[src/rtl/spi_pkg.sv]
`default_nettype none
// ============================================================================
// Module      : spi_pkg
// Description : Shared definitions for the SPI arbiter: transfer-mode
//               encodings, maximum shift width, FSM state encoding and the
//               descriptor legality check used when a requester is selected.
// Revision    : 1.0 - initial release
// ============================================================================
package spi_pkg;

    localparam logic [1:0] MODE_RD    = 2'b00;
    localparam logic [1:0] MODE_WR    = 2'b01;
    localparam logic [1:0] MODE_WR_RD = 2'b10;

    localparam int SPI_MAX_WIDTH = 32;

    typedef enum logic [1:0] {
        ST_IDLE = 2'd0,
        ST_LOAD = 2'd1,
        ST_RUN  = 2'd2,
        ST_GAP  = 2'd3
    } state_e;

    // A width that the selected mode does not use is ignored. For
    // write-then-read the combined frame must fit in 63 bits, so 32+32 is
    // rejected even though each half is individually legal.
    function automatic logic desc_legal(input logic [1:0] mode,
                                        input logic [5:0] wr_w,
                                        input logic [5:0] rd_w);
        logic       wr_ok;
        logic       rd_ok;
        logic [6:0] sum;
        wr_ok = (wr_w != 6'd0) && (wr_w <= 6'(SPI_MAX_WIDTH));
        rd_ok = (rd_w != 6'd0) && (rd_w <= 6'(SPI_MAX_WIDTH));
        sum   = 7'(wr_w) + 7'(rd_w);
        case (mode)
            MODE_RD:    return rd_ok;
            MODE_WR:    return wr_ok;
            MODE_WR_RD: return wr_ok && rd_ok && (sum <= 7'd63);
            default:    return 1'b0;
        endcase
    endfunction

endpackage
`default_nettype wire

[src/rtl/spi_rr_picker.sv]
`default_nettype none
// ============================================================================
// Module      : spi_rr_picker
// Description : Combinational round-robin selector. Picks the first set
//               request bit at or after the pointer, wrapping cyclically.
// Ports       : req_i    - request vector
//               ptr_i    - current round-robin pointer (0..REQ_NUM-1)
//               valid_o  - any request present
//               onehot_o - one-hot winner (all zero when no request)
//               idx_o    - binary index of the winner
// Revision    : 1.0 - initial release
// ============================================================================
module spi_rr_picker
    import spi_pkg::*;
#(
    parameter int REQ_NUM = 4,
    parameter int PTR_W   = $clog2(REQ_NUM)
) (
    input  logic [REQ_NUM-1:0] req_i,
    input  logic [PTR_W-1:0]   ptr_i,
    output logic               valid_o,
    output logic [REQ_NUM-1:0] onehot_o,
    output logic [PTR_W-1:0]   idx_o
);

    always_comb begin
        int pos;
        pos      = 0;
        valid_o  = 1'b0;
        idx_o    = '0;
        onehot_o = '0;
        // Scan from the farthest offset down so the nearest requester at or
        // after the pointer is the last (winning) assignment.
        for (int k = REQ_NUM - 1; k >= 0; k--) begin
            pos = int'(ptr_i) + k;
            if (pos >= REQ_NUM) begin
                pos = pos - REQ_NUM;
            end
            if (req_i[PTR_W'(pos)]) begin
                valid_o = 1'b1;
                idx_o   = PTR_W'(pos);
            end
        end
        if (valid_o) begin
            onehot_o = REQ_NUM'(1) << idx_o;
        end
    end

endmodule
`default_nettype wire

[src/rtl/spi_arbiter.sv]
`default_nettype none
// ============================================================================
// Module      : spi_arbiter
// Description : Round-robin scheduler sharing one SPI master between
//               REQ_NUM requesters. Latches the winner's descriptor, drives
//               the master's configuration and enable, returns read data with
//               an acknowledge, rejects malformed descriptors and aborts hung
//               transfers with a watchdog.
// Ports       : clk, rst_n            - clock, async active-low reset
//               req_*_i               - per-requester request + descriptor
//               gnt_o / ack_o / err_o - per-requester grant, done, error
//               rd_data_o             - last successfully read word
//               spi_*_o               - latched configuration + enable
//               spi_done_i            - master completion pulse
//               spi_rd_data_i         - master read word (valid with done)
// Revision    : 1.0 - initial release
// ============================================================================
module spi_arbiter
    import spi_pkg::*;
#(
    parameter int REQ_NUM        = 4,
    parameter int TIMEOUT_CYCLES = 4096,
    parameter int GAP_CYCLES     = 2
) (
    input  logic                  clk,
    input  logic                  rst_n,
    input  logic [REQ_NUM-1:0]    req_i,
    input  logic [2*REQ_NUM-1:0]  req_w_r_mode_i,
    input  logic [6*REQ_NUM-1:0]  req_wr_width_i,
    input  logic [6*REQ_NUM-1:0]  req_rd_width_i,
    input  logic [32*REQ_NUM-1:0] req_wr_data_i,
    input  logic [REQ_NUM-1:0]    req_cpol_i,
    input  logic [REQ_NUM-1:0]    req_cpha_i,
    output logic [REQ_NUM-1:0]    gnt_o,
    output logic [REQ_NUM-1:0]    ack_o,
    output logic [REQ_NUM-1:0]    err_o,
    output logic [31:0]           rd_data_o,
    output logic                  spi_en_o,
    output logic                  spi_cpol_o,
    output logic                  spi_cpha_o,
    output logic [1:0]            spi_w_r_mode_o,
    output logic [5:0]            spi_wr_width_o,
    output logic [5:0]            spi_rd_width_o,
    output logic [31:0]           spi_wr_data_o,
    input  logic                  spi_done_i,
    input  logic [31:0]           spi_rd_data_i
);

    localparam int c_PTR_W = $clog2(REQ_NUM);
    localparam int c_TMO_W = $clog2(TIMEOUT_CYCLES);
    localparam int c_GAP_W = $clog2(GAP_CYCLES + 1);

    // ------------------------------------------------------------------
    // Descriptor unpacking into per-requester arrays
    // ------------------------------------------------------------------
    logic [1:0]  w_mode_arr [REQ_NUM];
    logic [5:0]  w_wrw_arr  [REQ_NUM];
    logic [5:0]  w_rdw_arr  [REQ_NUM];
    logic [31:0] w_wrd_arr  [REQ_NUM];

    for (genvar g = 0; g < REQ_NUM; g++) begin : g_unpack
        assign w_mode_arr[g] = req_w_r_mode_i[2*g +: 2];
        assign w_wrw_arr[g]  = req_wr_width_i[6*g +: 6];
        assign w_rdw_arr[g]  = req_rd_width_i[6*g +: 6];
        assign w_wrd_arr[g]  = req_wr_data_i[32*g +: 32];
    end

    // ------------------------------------------------------------------
    // State
    // ------------------------------------------------------------------
    state_e               state_q,   state_d;
    logic [c_PTR_W-1:0]   rr_ptr_q,  rr_ptr_d;
    logic [c_PTR_W-1:0]   sel_q,     sel_d;
    logic [REQ_NUM-1:0]   gnt_q,     gnt_d;
    logic [REQ_NUM-1:0]   ack_q,     ack_d;
    logic [REQ_NUM-1:0]   err_q,     err_d;
    logic [31:0]          rd_data_q, rd_data_d;
    logic                 en_q,      en_d;
    logic                 cpol_q,    cpol_d;
    logic                 cpha_q,    cpha_d;
    logic [1:0]           mode_q,    mode_d;
    logic [5:0]           wrw_q,     wrw_d;
    logic [5:0]           rdw_q,     rdw_d;
    logic [31:0]          wrd_q,     wrd_d;
    logic [c_TMO_W-1:0]   tmo_q,     tmo_d;
    logic [c_GAP_W-1:0]   gap_q,     gap_d;

    // ------------------------------------------------------------------
    // Round-robin selection
    // ------------------------------------------------------------------
    logic               w_pick_valid;
    logic [REQ_NUM-1:0] w_pick_onehot;
    logic [c_PTR_W-1:0] w_pick_idx;
    logic               w_pick_legal;

    spi_rr_picker #(
        .REQ_NUM (REQ_NUM),
        .PTR_W   (c_PTR_W)
    ) u_picker (
        .req_i    (req_i),
        .ptr_i    (rr_ptr_q),
        .valid_o  (w_pick_valid),
        .onehot_o (w_pick_onehot),
        .idx_o    (w_pick_idx)
    );

    assign w_pick_legal = desc_legal(w_mode_arr[w_pick_idx],
                                     w_wrw_arr[w_pick_idx],
                                     w_rdw_arr[w_pick_idx]);

    function automatic logic [c_PTR_W-1:0] next_ptr(input logic [c_PTR_W-1:0] idx);
        if (idx == c_PTR_W'(REQ_NUM - 1)) begin
            return '0;
        end
        return idx + 1'b1;
    endfunction

    // ------------------------------------------------------------------
    // Next-state logic
    // ------------------------------------------------------------------
    always_comb begin
        state_d   = state_q;
        rr_ptr_d  = rr_ptr_q;
        sel_d     = sel_q;
        gnt_d     = gnt_q;
        ack_d     = '0;
        err_d     = '0;
        rd_data_d = rd_data_q;
        en_d      = en_q;
        cpol_d    = cpol_q;
        cpha_d    = cpha_q;
        mode_d    = mode_q;
        wrw_d     = wrw_q;
        rdw_d     = rdw_q;
        wrd_d     = wrd_q;
        tmo_d     = tmo_q;
        gap_d     = gap_q;

        case (state_q)
            ST_IDLE: begin
                if (w_pick_valid) begin
                    if (w_pick_legal) begin
                        cpol_d  = req_cpol_i[w_pick_idx];
                        cpha_d  = req_cpha_i[w_pick_idx];
                        mode_d  = w_mode_arr[w_pick_idx];
                        wrw_d   = w_wrw_arr[w_pick_idx];
                        rdw_d   = w_rdw_arr[w_pick_idx];
                        wrd_d   = w_wrd_arr[w_pick_idx];
                        gnt_d   = w_pick_onehot;
                        sel_d   = w_pick_idx;
                        state_d = ST_LOAD;
                    end else begin
                        // Rejected without touching the bus; the pointer
                        // still moves on so a bad requester cannot starve
                        // the others.
                        err_d    = w_pick_onehot;
                        rr_ptr_d = next_ptr(w_pick_idx);
                    end
                end
            end

            ST_LOAD: begin
                // Config has been stable with the master held in reset for
                // this cycle, so SCK already idles at the new CPOL.
                en_d    = 1'b1;
                tmo_d   = '0;
                state_d = ST_RUN;
            end

            ST_RUN: begin
                // Completion wins over the watchdog on the terminal cycle.
                if (spi_done_i) begin
                    rd_data_d = spi_rd_data_i;
                    ack_d     = gnt_q;
                    gnt_d     = '0;
                    en_d      = 1'b0;
                    gap_d     = '0;
                    state_d   = ST_GAP;
                end else if (tmo_q == c_TMO_W'(TIMEOUT_CYCLES - 1)) begin
                    err_d   = gnt_q;
                    gnt_d   = '0;
                    en_d    = 1'b0;
                    gap_d   = '0;
                    state_d = ST_GAP;
                end else begin
                    tmo_d = tmo_q + 1'b1;
                end
            end

            ST_GAP: begin
                if (gap_q == c_GAP_W'(GAP_CYCLES - 1)) begin
                    rr_ptr_d = next_ptr(sel_q);
                    state_d  = ST_IDLE;
                end else begin
                    gap_d = gap_q + 1'b1;
                end
            end

            default: begin
                state_d = ST_IDLE;
            end
        endcase
    end

    // ------------------------------------------------------------------
    // State registers
    // ------------------------------------------------------------------
    always_ff @(posedge clk or negedge rst_n) begin
        if (!rst_n) begin
            state_q   <= ST_IDLE;
            rr_ptr_q  <= '0;
            sel_q     <= '0;
            gnt_q     <= '0;
            ack_q     <= '0;
            err_q     <= '0;
            rd_data_q <= '0;
            en_q      <= 1'b0;
            cpol_q    <= 1'b0;
            cpha_q    <= 1'b0;
            mode_q    <= MODE_WR;
            wrw_q     <= '0;
            rdw_q     <= '0;
            wrd_q     <= '0;
            tmo_q     <= '0;
            gap_q     <= '0;
        end else begin
            state_q   <= state_d;
            rr_ptr_q  <= rr_ptr_d;
            sel_q     <= sel_d;
            gnt_q     <= gnt_d;
            ack_q     <= ack_d;
            err_q     <= err_d;
            rd_data_q <= rd_data_d;
            en_q      <= en_d;
            cpol_q    <= cpol_d;
            cpha_q    <= cpha_d;
            mode_q    <= mode_d;
            wrw_q     <= wrw_d;
            rdw_q     <= rdw_d;
            wrd_q     <= wrd_d;
            tmo_q     <= tmo_d;
            gap_q     <= gap_d;
        end
    end

    assign gnt_o          = gnt_q;
    assign ack_o          = ack_q;
    assign err_o          = err_q;
    assign rd_data_o      = rd_data_q;
    assign spi_en_o       = en_q;
    assign spi_cpol_o     = cpol_q;
    assign spi_cpha_o     = cpha_q;
    assign spi_w_r_mode_o = mode_q;
    assign spi_wr_width_o = wrw_q;
    assign spi_rd_width_o = rdw_q;
    assign spi_wr_data_o  = wrd_q;

endmodule
`default_nettype wire
[config.mk]
export PLATFORM = sky130hd
export DESIGN_NAME = spi_arbiter
export DESIGN_NICKNAME = d
export VERILOG_FILES = /design/src/rtl/spi_pkg.sv /design/src/rtl/spi_rr_picker.sv /design/src/rtl/spi_arbiter.sv
export SDC_FILE = /design/constraint.sdc
export NUM_CORES = 1
export LEC_CHECK = 0
export BUFFER_PORTS_ARGS = -buffer_cell sky130_fd_sc_hd__clkbuf_2
export CORE_ASPECT_RATIO = 0.6
export CORE_UTILIZATION = 40
export CTS_CLUSTER_DIAMETER = 60
export DETAILED_ROUTE_END_ITERATION = 10
export PLACE_DENSITY = 0.73
export SLEW_MARGIN = 15
export SYNTH_ARGS = -nofsm -noshare
export SYNTH_HDL_FRONTEND = slang
export SYNTH_HIERARCHICAL = 1
export SYNTH_SLANG_ARGS = --single-unit
[constraint.sdc]
create_clock -name clk -period 9.3 [get_ports clk]
set_input_delay 1.395 -clock clk [delete_from_list [all_inputs] [get_ports clk]]
set_output_delay 1.395 -clock clk [all_outputs]
set_load 0.01 [all_outputs]
Word level (Yosys, flattened, before mapping)
Cells that the tools add are included.
Word-level totals
  bits of input ports: 231
  bits in writable memories: 0
  bits in read-only memories: 0
  flip-flop bits (word level): 113
  latch bits: 0
  memories: 0
  output and inout port bits: 93
  logic and storage cells: 164
Cells by class
  order comparisons: 13
  mux-type cells: 84
  multipliers: 0
  shifts and indexed selects: 1
  divide/modulo/power cells: 0
  equal/unequal tests: 17
  reductions and logical operators: 20
  bitwise operators: 1
  $add $sub $neg: 12
Operator list (number)
  32-bit binary-select mux with 2-bit select: 1
  32-bit 2-to-1 mux: 2
  2-bit 2-to-1 mux: 25
  4-bit 2-to-1 mux: 10
  6-bit binary-select mux with 2-bit select: 2
  12-bit 2-to-1 mux: 2
  6-bit 2-to-1 mux: 4
  12-bit one-hot mux with 2 select lines: 1
  1-bit 2-to-1 mux: 23
  2-bit by 4-bit less-than comparator with 1-bit output, second input constant: 4
  4-bit one-hot mux with 2 select lines: 2
  12-bit by 1-bit adder with 12-bit output, second input constant: 1
  1-bit binary-select mux with 2-bit select: 6
  12-bit equality test, second input constant: 1
  3-bit >= comparator, second input constant: 4
  6-bit <= comparator, second input constant: 2
  2-bit inequality test, second input constant: 6
  4-bit AND reduction: 3
  6-bit nonzero test: 2
  2-bit equality test, second input constant: 5
  3-bit AND reduction: 3
  2-bit one-hot mux with 2 select lines: 2
  2-bit one-hot mux with 4 select lines: 1
  2-bit nonzero test: 4
  other kinds (19): 32

Longest topological paths before layout
Gate-level depths: netlist (run 1).
  depth in word-level cells: 26
  mapped depth: 19
  gate-level depth less buffers: 15

Cells and area by module
Netlist (run 1), hierarchy kept.
By module, submodules not included
  spi_arbiter: area each 5839.4 um^2, cells an instance 402, times used 1, sequential area each 2829.0 um^2
  spi_rr_picker: area each 182.7 um^2, cells an instance 29, times used 1, sequential area each 0.0 um^2

Least setup slack after synthesis (run 1)
OpenSTA, ideal clock, no wires.
  kind: input -> register
  start point: in req_i[3]
  end point: reg rdw_q[0], in the netlist spi_rd_width_o[0]
  stages: 17
  path buffers: 4
  setup slack: 4.157 ns
  library setup time: 0.125 ns
  arrival: 5.019 ns
  data required time: 9.175 ns
  cells stage by stage: buf_4 -> o21bai_1 -> a221oi_2 -> clkbuf_1 -> buf_2 -> mux4_2 -> ha_1 -> inv_1 -> fa_1 -> nor2b_1 -> o21a_1 -> o211ai_1 -> nand4_1 -> a211o_1 -> a21oi_4 -> buf_4 -> mux2_2
Between the ends
  longest elaborated chain between the ends: 17
  elaborated cells on any way between the ends: 45
  classes of those cells: add/sub (1); order compare (3); eq/ne (2); mux (30); bitwise (1); reduce/logical (8)
Ends and longest elaborated chain
  start: declaration: line spi_arbiter.sv:27  | input logic [REQ_NUM-1:0] req_i,
  1-bit binary-select mux with 2-bit select: line spi_rr_picker.sv:39  | if (req_i[PTR_W'(pos)]) begin
  1-bit 2-to-1 mux (implied by the code) (2 in a row): line spi_rr_picker.sv:39
  2-bit 2-to-1 mux (3 in a row): line spi_rr_picker.sv:39
  2-bit 2-to-1 mux *: line spi_rr_picker.sv:39
  via w_pick_idx[0]: line spi_arbiter.sv:93  | logic [c_PTR_W-1:0] w_pick_idx;
  2-bit inverter with 3-bit output (implied by the code) *
  branches (longest 9 deep; another with 6-bit by 6-bit adder with 7-bit output)
  end signal: assignment: line spi_arbiter.sv:239  | rdw_q <= rdw_d;
  end: declaration: line spi_arbiter.sv:83  | logic [5:0] rdw_q, rdw_d;
Mark *: on every way through the listed nets, which the timed path passes. The select of a mux whose other input is x is not followed.
A chain may end at the register's enable or synchronous reset.

Final worst setup path (run 1)
  start point: in req_i[3]
  end point: reg wrw_q[3], in the netlist spi_wr_width_o[3]
Between the ends
  longest elaborated chain between the ends: 17
  elaborated cells on any way between the ends: 45
  classes of those cells: add/sub (1); order compare (3); eq/ne (2); mux (30); bitwise (1); reduce/logical (8)
Ends and longest elaborated chain
  1-bit binary-select mux with 2-bit select: line spi_rr_picker.sv:39
  1-bit 2-to-1 mux (implied by the code) (2 in a row): line spi_rr_picker.sv:39
  2-bit 2-to-1 mux (3 in a row): line spi_rr_picker.sv:39
  2-bit 2-to-1 mux *: line spi_rr_picker.sv:39
  via w_pick_idx[0]: line spi_arbiter.sv:93
  2-bit inverter with 3-bit output (implied by the code) *
  branches (longest 9 deep; another with 6-bit by 6-bit adder with 7-bit output)
  end signal: assignment: line spi_arbiter.sv:238  | wrw_q <= wrw_d;
  end: declaration: line spi_arbiter.sv:82  | logic [5:0] wrw_q, wrw_d;
Marked as above.

==> results of run 1 <==
[metrics by stage]
step                      instance area, um^2  utilization (%)
after floorplan                          6020                -
after global placement                   7810             53.5
after detailed placement                 7810             53.5
after CTS                                8410             57.6
after global routing                     8410             57.6
final                                    8410             57.6
[how the worst max path moves through the flow]
stage / end / slack, ps / from
after floorplan: spi_rd_width_o[0] / 4160 / req_i[3]
after global placement: spi_rd_width_o[0] / 2900 / req_i[3]
after detailed placement: spi_wr_data_o[29] / 2710 / req_i[3]
after CTS: spi_w_r_mode_o[1] / 3120 / req_i[3]
after global routing: spi_wr_width_o[4] / 2780 / req_i[3]
final: spi_wr_width_o[3] / 3150 / req_i[3]
[routing by layer]
layer / track usage [%] / share of wire, % / vias to the layer above
li1: - / - / 2292
met1: 31.0 / 44 / 2505
met2: 38.9 / 50 / 184
met3: 4.33 / 5.2 / 25
met4: 6.74 / 1.4 / 0
met5: 0 / 0 / -
[flip-flops by register name (all words and copies together) (netlist names)]
register        cells
rd_data_o          32
spi_rd_width_o      6
tmo_q              12
spi_cpol_o          1
spi_cpha_o          1
gnt_o               4
spi_w_r_mode_o      2
spi_en_o            1
ack_o               4
gap_q               2
rr_ptr_q            2
state_q             2
err_o               4
sel_q               2
spi_wr_width_o      6
spi_wr_data_o      32
[Yosys cell counts, types with 5 or more instances]
cell      instances  area, um^2
nor2_1           20        75.1
nand2_1          18        67.6
xnor2_1           5        43.8
buf_4             5        37.5
o21ai_0           8        40.0
mux4_2           48        1080
a21oi_1           9        45.0
ha_1             12         150
inv_1            14        52.6
clkbuf_1         12        45.0
dfrtp_1         112        2800
nor3_1            9        45.0
mux2_2           82         923
o22ai_1           7        43.8
[logic make-up (layout without fill, tap and decap cells)]
| family | Yosys count | in the layout | synth area share (%) |
|---|---|---|---|
| AO/OA/AOI/OAI | 46 | 46 | 5.40 |
| AND/OR/NAND/NOR | 75 | 75 | 6.11 |
| XOR/XNOR | 9 | 9 | 1.31 |
| adder cells (fa/ha/maj) | 13 | 13 | 2.83 |
| buffers and inverters | 39 | 375 | 3.03 |
| flip-flops | 113 | 113 | 47.0 |
| multiplexers | 136 | 136 | 34.3 |
[power by group through the flow]
| stage | Clock, mW | Combinational (mW) | Sequential, mW |
|---|---|---|---|
| after floorplan | 0 | 0.756 | 0.919 |
| after global placement | 0 | 1.23 | 0.835 |
| after detailed placement | 0 | 1.28 | 0.847 |
| after CTS | 0.664 | 1.28 | 0.843 |
| after global routing | 0.687 | 1.38 | 0.873 |
| final | 0.649 | 1.27 | 0.843 |
[critical path, delay by kind of cell]
family / cells / cell delay (ps)
and+or+nand+nor: 2 / 170
buffers and inverters: 4 / 1570
adders and majority gates: 2 / 380
AOI/OAI and AO/OA: 6 / 1800
muxes: 2 / 1040
[cell type report]
type                       count  area (um^2)
clock inverter                15          168
clock buffer                  17          425
tap                          198          248
inverter                      15         56.3
fill                        1207         6190
sequential                   113         2830
timing repair buffer         328         1660
multi-input combinational    279         3020
==> results.py, run 1 <==
metrics = {
    "floorplan": {
        "chipHeight_um": 97.0,
        "die_x_um": 160,
        "core_um2": 14600,
        "io-pin-count": 324,
        "dieArea_um2": 15600,
        "start_util_pct": 41.3,
        "row_count": 34,
    },
    "synthesis": {
        "synth_edf_count": 0,
        "yosys.cell_types.count": 51,
        "ys_seq_area_share_pct": 47.0,
        "ys_warn_count": 6,
        "synth_area_um2": 6020,
        "ys.flop_type": "dfrtp_1",
        "ys_seq_elements": 113,
        "async_reset_ff_share_pct": 100,
        "syn-instance-count": 431,
        "syn_nets": 675,
        "syn_area_per_cell_um2": 14.0,
    },
    "finish": {
        "final_cell_mix": "clkbuf_2 (322), dfrtp_1 (112), mux2_2 (82)",
        "nNetsFinal": 998,
        "drive_gt1_share_pct": 64.7,
        "antenna-diode-count": 0,
        "synthToLayoutAreaGrowth_pct": 39.6,
        "final_common_cell": "clkbuf_2",
        "final_cells": 965,
    },
    "drt": {
        "drt-initial-drc-count": 254,
        "ant_nets": 0,
        "first_pass_iters": 4,
        "wl_mm": 17.4,
        "wire_per_inst_um": 18.0,
        "vias_per_cell": 5.19,
        "vias": 5006,
        "post-route-drc-count": 0,
    },
    "flow_run": {
        "drv_cap": 0,
    },
    "pwr": {
        "combPwrFrac_pct": 46.0,
        "p_int_mw": 1.74,
        "max-vdd-ir-drop_v": 0.000145,
        "switching_share_pct": 37.2,
        "power.density_nw_per_um2": 329,
        "power_frac_clock_pct": 23.5,
        "finalPower_mw": 2.77,
        "p_leak_nw": 4.08,
        "seqPwrFrac_pct": 30.5,
        "power.switching_mw": 1.03,
    },
    "sta": {
        "slew_violations": 0,
        "fin_skew_ps": 11.3,
        "rsz0062_at_grt": "false",
        "post-route-min-period_ps": 6150,
        "holdWs_ps": 479,
        "final.period_utilization_pct": 66.1,
        "max-slew-margin-rel_pct": 39.9,
        "worstMarginPinSlew_ps": 901,
        "hold_viol": 0,
        "setup_violations": 0,
        "setup_tns_ps": 0,
        "clock.fmax_ghz": 0.163,
        "setup_ws_ps": 3150,
    },
    "cts": {
        "h-tree-depth": 4,
        "clockBufferDepth": 2,
        "clkSlewWorstSetupHoldPaths_ps": 50,
        "cts_resized": 0,
        "worstSkewPairLatency_ps": 410,
        "cts_tree": "built",
        "cts_root_buf": "clkbuf_16",
        "cts_hold_buffers": 0,
        "cts_buffers": 17,
        "clkSinkCount": 113,
        "cts_setup_buffers": 0,
    },
    "placement": {
        "port_buffers": 323,
        "hpwlAfterDp_mm": 13.7,
        "pre_cts_ws_ps": 2710,
        "dp_cells": 933,
        "gp_congestion": 0.922,
    },
    "setup_path": {
        "crit_top_cell": "buf_4",
        "slowest_stage": "buf_4",
        "max_stage_delay_ps": 770,
        "crit_type": "primary input to flip-flop",
        "worstPathMaxFanout": 49,
        "crit_path_end_kind": "flip-flop",
        "r2r_start": "rr_ptr_q[0]",
        "crit_path_cell_trace": "clkbuf_2, o21bai_1, a221oi_4, buf_4, mux4_2, ha_1, inv_1, fa_1, nor2b_1, o21a_1, o211ai_1, nand4_1, a211o_1, a21oi_4, buf_4, mux2_2",
        "r2r_end": "spi_wr_width_o[3]",
        "arrival_ps": 6430,
        "rr_worst_depth": 16,
        "crit_path_start_kind": "primary input",
        "worst_ep_required_time_ps": 9580,
        "ff2ff_setup_slack_ps": 3690,
    },
    "grt": {
        "grt_max_degree": 66,
        "gr-total-overflow": 0,
        "antenna_found_initial": 0,
        "track_usage_pct": 23.3,
        "grt_pass1_wl_mm": 28.2,
        "grt_pass1_vias": 5441,
    },
    "min_path": {
        "hold_end": "spi_w_r_mode_o[0]",
        "hold_class": "flip-flop to flip-flop",
        "hold_start": "spi_w_r_mode_o[0]",
        "hold_depth": 2,
    },
    "run_status": {
        "outcome": "completed",
    },
}
(Power assumes the default switching activity.)
==> run 2: changes to the inputs <==
Clock period 9.3 ns to 6.5 ns, I/O delays scaled along.
==> run 2 against run 1 <==
Compared with the run above:
- register-to-register slack worse by 2100 ps
- sequential cell count did not move
- highest routed layer unchanged
- hold slack better by 4.2 ps
- non-clock buffer count increased by 1
- via count is 1.2% higher
- first-iteration DRC count up 11%
==> results.py, run 2 (synthesis gave the netlist of run 1 again) <==
metrics = {
    "grt": {
        "gr-total-overflow": 0,
        "track_usage_pct": 23.4,
        "grt_max_degree": 75,
        "grt_pass1_vias": 5517,
        "grt_pass1_wl_mm": 28.5,
        "antenna_found_initial": 0,
    },
    "min_path": {
        "hold_depth": 2,
        "hold_start": "spi_w_r_mode_o[0]",
        "hold_end": "spi_w_r_mode_o[0]",
        "hold_class": "flip-flop to flip-flop",
    },
    "floorplan": {
        "chipHeight_um": 97.0,
        "start_util_pct": 41.3,
        "row_count": 34,
        "die_x_um": 160,
        "io-pin-count": 324,
        "dieArea_um2": 15600,
        "core_um2": 14600,
    },
    "setup_path": {
        "worst_ep_required_time_ps": 6770,
        "slowest_stage": "a221oi_4",
        "arrival_ps": 5360,
        "critical_path.startpoint": "req_i[3]",
        "cpLargestDelayFamily": "compound AO/OA/AOI/OAI gates",
        "crit_type": "primary input to flip-flop",
        "crit_path_start_kind": "primary input",
        "max_stage_delay_ps": 800,
        "r2r_end": "spi_wr_data_o[29]",
        "worstPathMaxFanout": 39,
        "cp_num_buf_inv": 4,
        "worstSetupPathDepth": 15,
        "r2r_start": "rr_ptr_q[0]",
        "crit_path_end_kind": "flip-flop",
        "crit_path_cell_trace": "clkbuf_2, o21bai_1, a221oi_4, buf_4, mux4_2, inv_1, fa_1, nor2b_1, o21a_1, o211ai_1, nand4_1, a211o_1, a21oi_4, buf_12, mux2_2",
        "rr_worst_depth": 15,
        "ff2ff_setup_slack_ps": 1560,
    },
    "cts": {
        "clkSinkCount": 113,
        "cts_root_buf": "clkbuf_16",
        "cts_buffers": 17,
        "cts_resized": 0,
        "cts_tree": "built",
        "worstSkewPairLatency_ps": 400,
        "clkSlewWorstSetupHoldPaths_ps": 50,
        "h-tree-depth": 4,
        "clockBufferDepth": 2,
        "cts_setup_buffers": 0,
        "cts_hold_buffers": 0,
    },
    "sta": {
        "setup_tns_ps": 0,
        "clock.fmax_ghz": 0.197,
        "setup_violations": 0,
        "fin_skew_ps": 13.0,
        "rsz0062_at_grt": "false",
        "worstMarginPinSlew_ps": 943,
        "hold_viol": 0,
        "final.period_utilization_pct": 78.2,
        "holdWs_ps": 484,
        "post-route-min-period_ps": 5080,
        "slew_violations": 0,
        "max-slew-margin-rel_pct": 37.1,
    },
    "pwr": {
        "seqPwrFrac_pct": 30.8,
        "p_int_mw": 2.49,
        "p_leak_nw": 4.09,
        "power.switching_mw": 1.44,
        "power_frac_clock_pct": 22.6,
        "switching_share_pct": 36.6,
        "max-vdd-ir-drop_v": 0.000171,
        "combPwrFrac_pct": 46.6,
        "finalPower_mw": 3.92,
        "power.density_nw_per_um2": 467,
    },
    "drt": {
        "post-route-drc-count": 0,
        "first_pass_iters": 4,
        "drt-initial-drc-count": 281,
        "wire_per_inst_um": 17.8,
        "wl_mm": 17.2,
        "vias": 5067,
        "vias_per_cell": 5.25,
        "ant_nets": 0,
    },
    "finish": {
        "fin_util_pct": 57.6,
        "final_common_cell": "clkbuf_2",
        "nNetsFinal": 999,
        "multiInputGateArea_um2": 3020,
        "final_cell_mix": "clkbuf_2 (322), dfrtp_1 (112), mux2_2 (82)",
        "fillCellCount": 1219,
        "regArea_um2": 2830,
        "final_cells": 966,
        "synthToLayoutAreaGrowth_pct": 39.5,
        "antenna-diode-count": 0,
        "drive_gt1_share_pct": 64.7,
    },
    "flow_run": {
        "drv_cap": 0,
    },
    "run_status": {
        "outcome": "completed",
    },
    "placement": {
        "gp_congestion": 0.907,
        "dp_cells": 934,
        "port_buffers": 323,
        "hpwlAfterDp_mm": 13.9,
    },
}
## run 2: cell count changes in the layout (fill, tap and decap cells not counted), sizes merged
cell,delta
buf,+1
clkinvlp,-1
inv,-5
clkinv,+5
clkbuf,+1
## run 2: worst max path at each step
stage,endpoint
after floorplan,spi_rd_width_o[0]
after global placement,spi_rd_width_o[0]
after detailed placement,spi_wr_data_o[29]
after CTS,spi_wr_data_o[29]
after global routing,spi_wr_data_o[7]
final,spi_wr_data_o[29]
## run 2: metrics by stage
step           area, um^2  setup WS [ps]
6_report             8400           1420
5_1_grt              8400           1130
4_1_cts              8400           1370
3_5_place_dp         7830            936
3_3_place_gp         7830           1100
2_1_floorplan        6020           1780
## run 2: worst reg2reg max path, cell delays in order, from the launching register on
cell and delay [ps]:
dfrtp_1 480, nor2_1 100, o21bai_1 190, a221oi_4 800
buf_4 330, mux4_2 520, inv_1 120, fa_1 180
nor2b_1 40, o21a_1 160, o211ai_1 150, nand4_1 130
a211o_1 370, a21oi_4 560, buf_12 320, mux2_2 380
## run 2: power groups by stage
stage / Clock, mW / Sequential [mW] / Combinational (mW)
after floorplan: 0 / 1.31 / 1.08
after global placement: 0 / 1.20 / 1.77
after detailed placement: 0 / 1.22 / 1.84
after CTS: 0.905 / 1.21 / 1.84
after global routing: 0.945 / 1.25 / 1.98
final: 0.888 / 1.21 / 1.83
## run 2: area by class of cell
| class | count | area share, % |
|---|---|---|
| Multi-Input combinational cell | 279 | 36.0 |
| Sequential cell | 113 | 33.7 |
| Timing Repair Buffer | 329 | 20.0 |
| Clock buffer | 18 | 5.23 |
| Tap cell | 198 | 2.95 |
| Clock inverter | 14 | 1.56 |
| Inverter | 15 | 0.670 |
## run 2: layer usage
layer	up-vias	track usage (%)	part of all wire, %
met5	-	0	0
met4	0	6.52	1.4
met3	24	5.45	6.1
met2	197	38.3	49
met1	2567	31.1	43
li1	2279	-	-
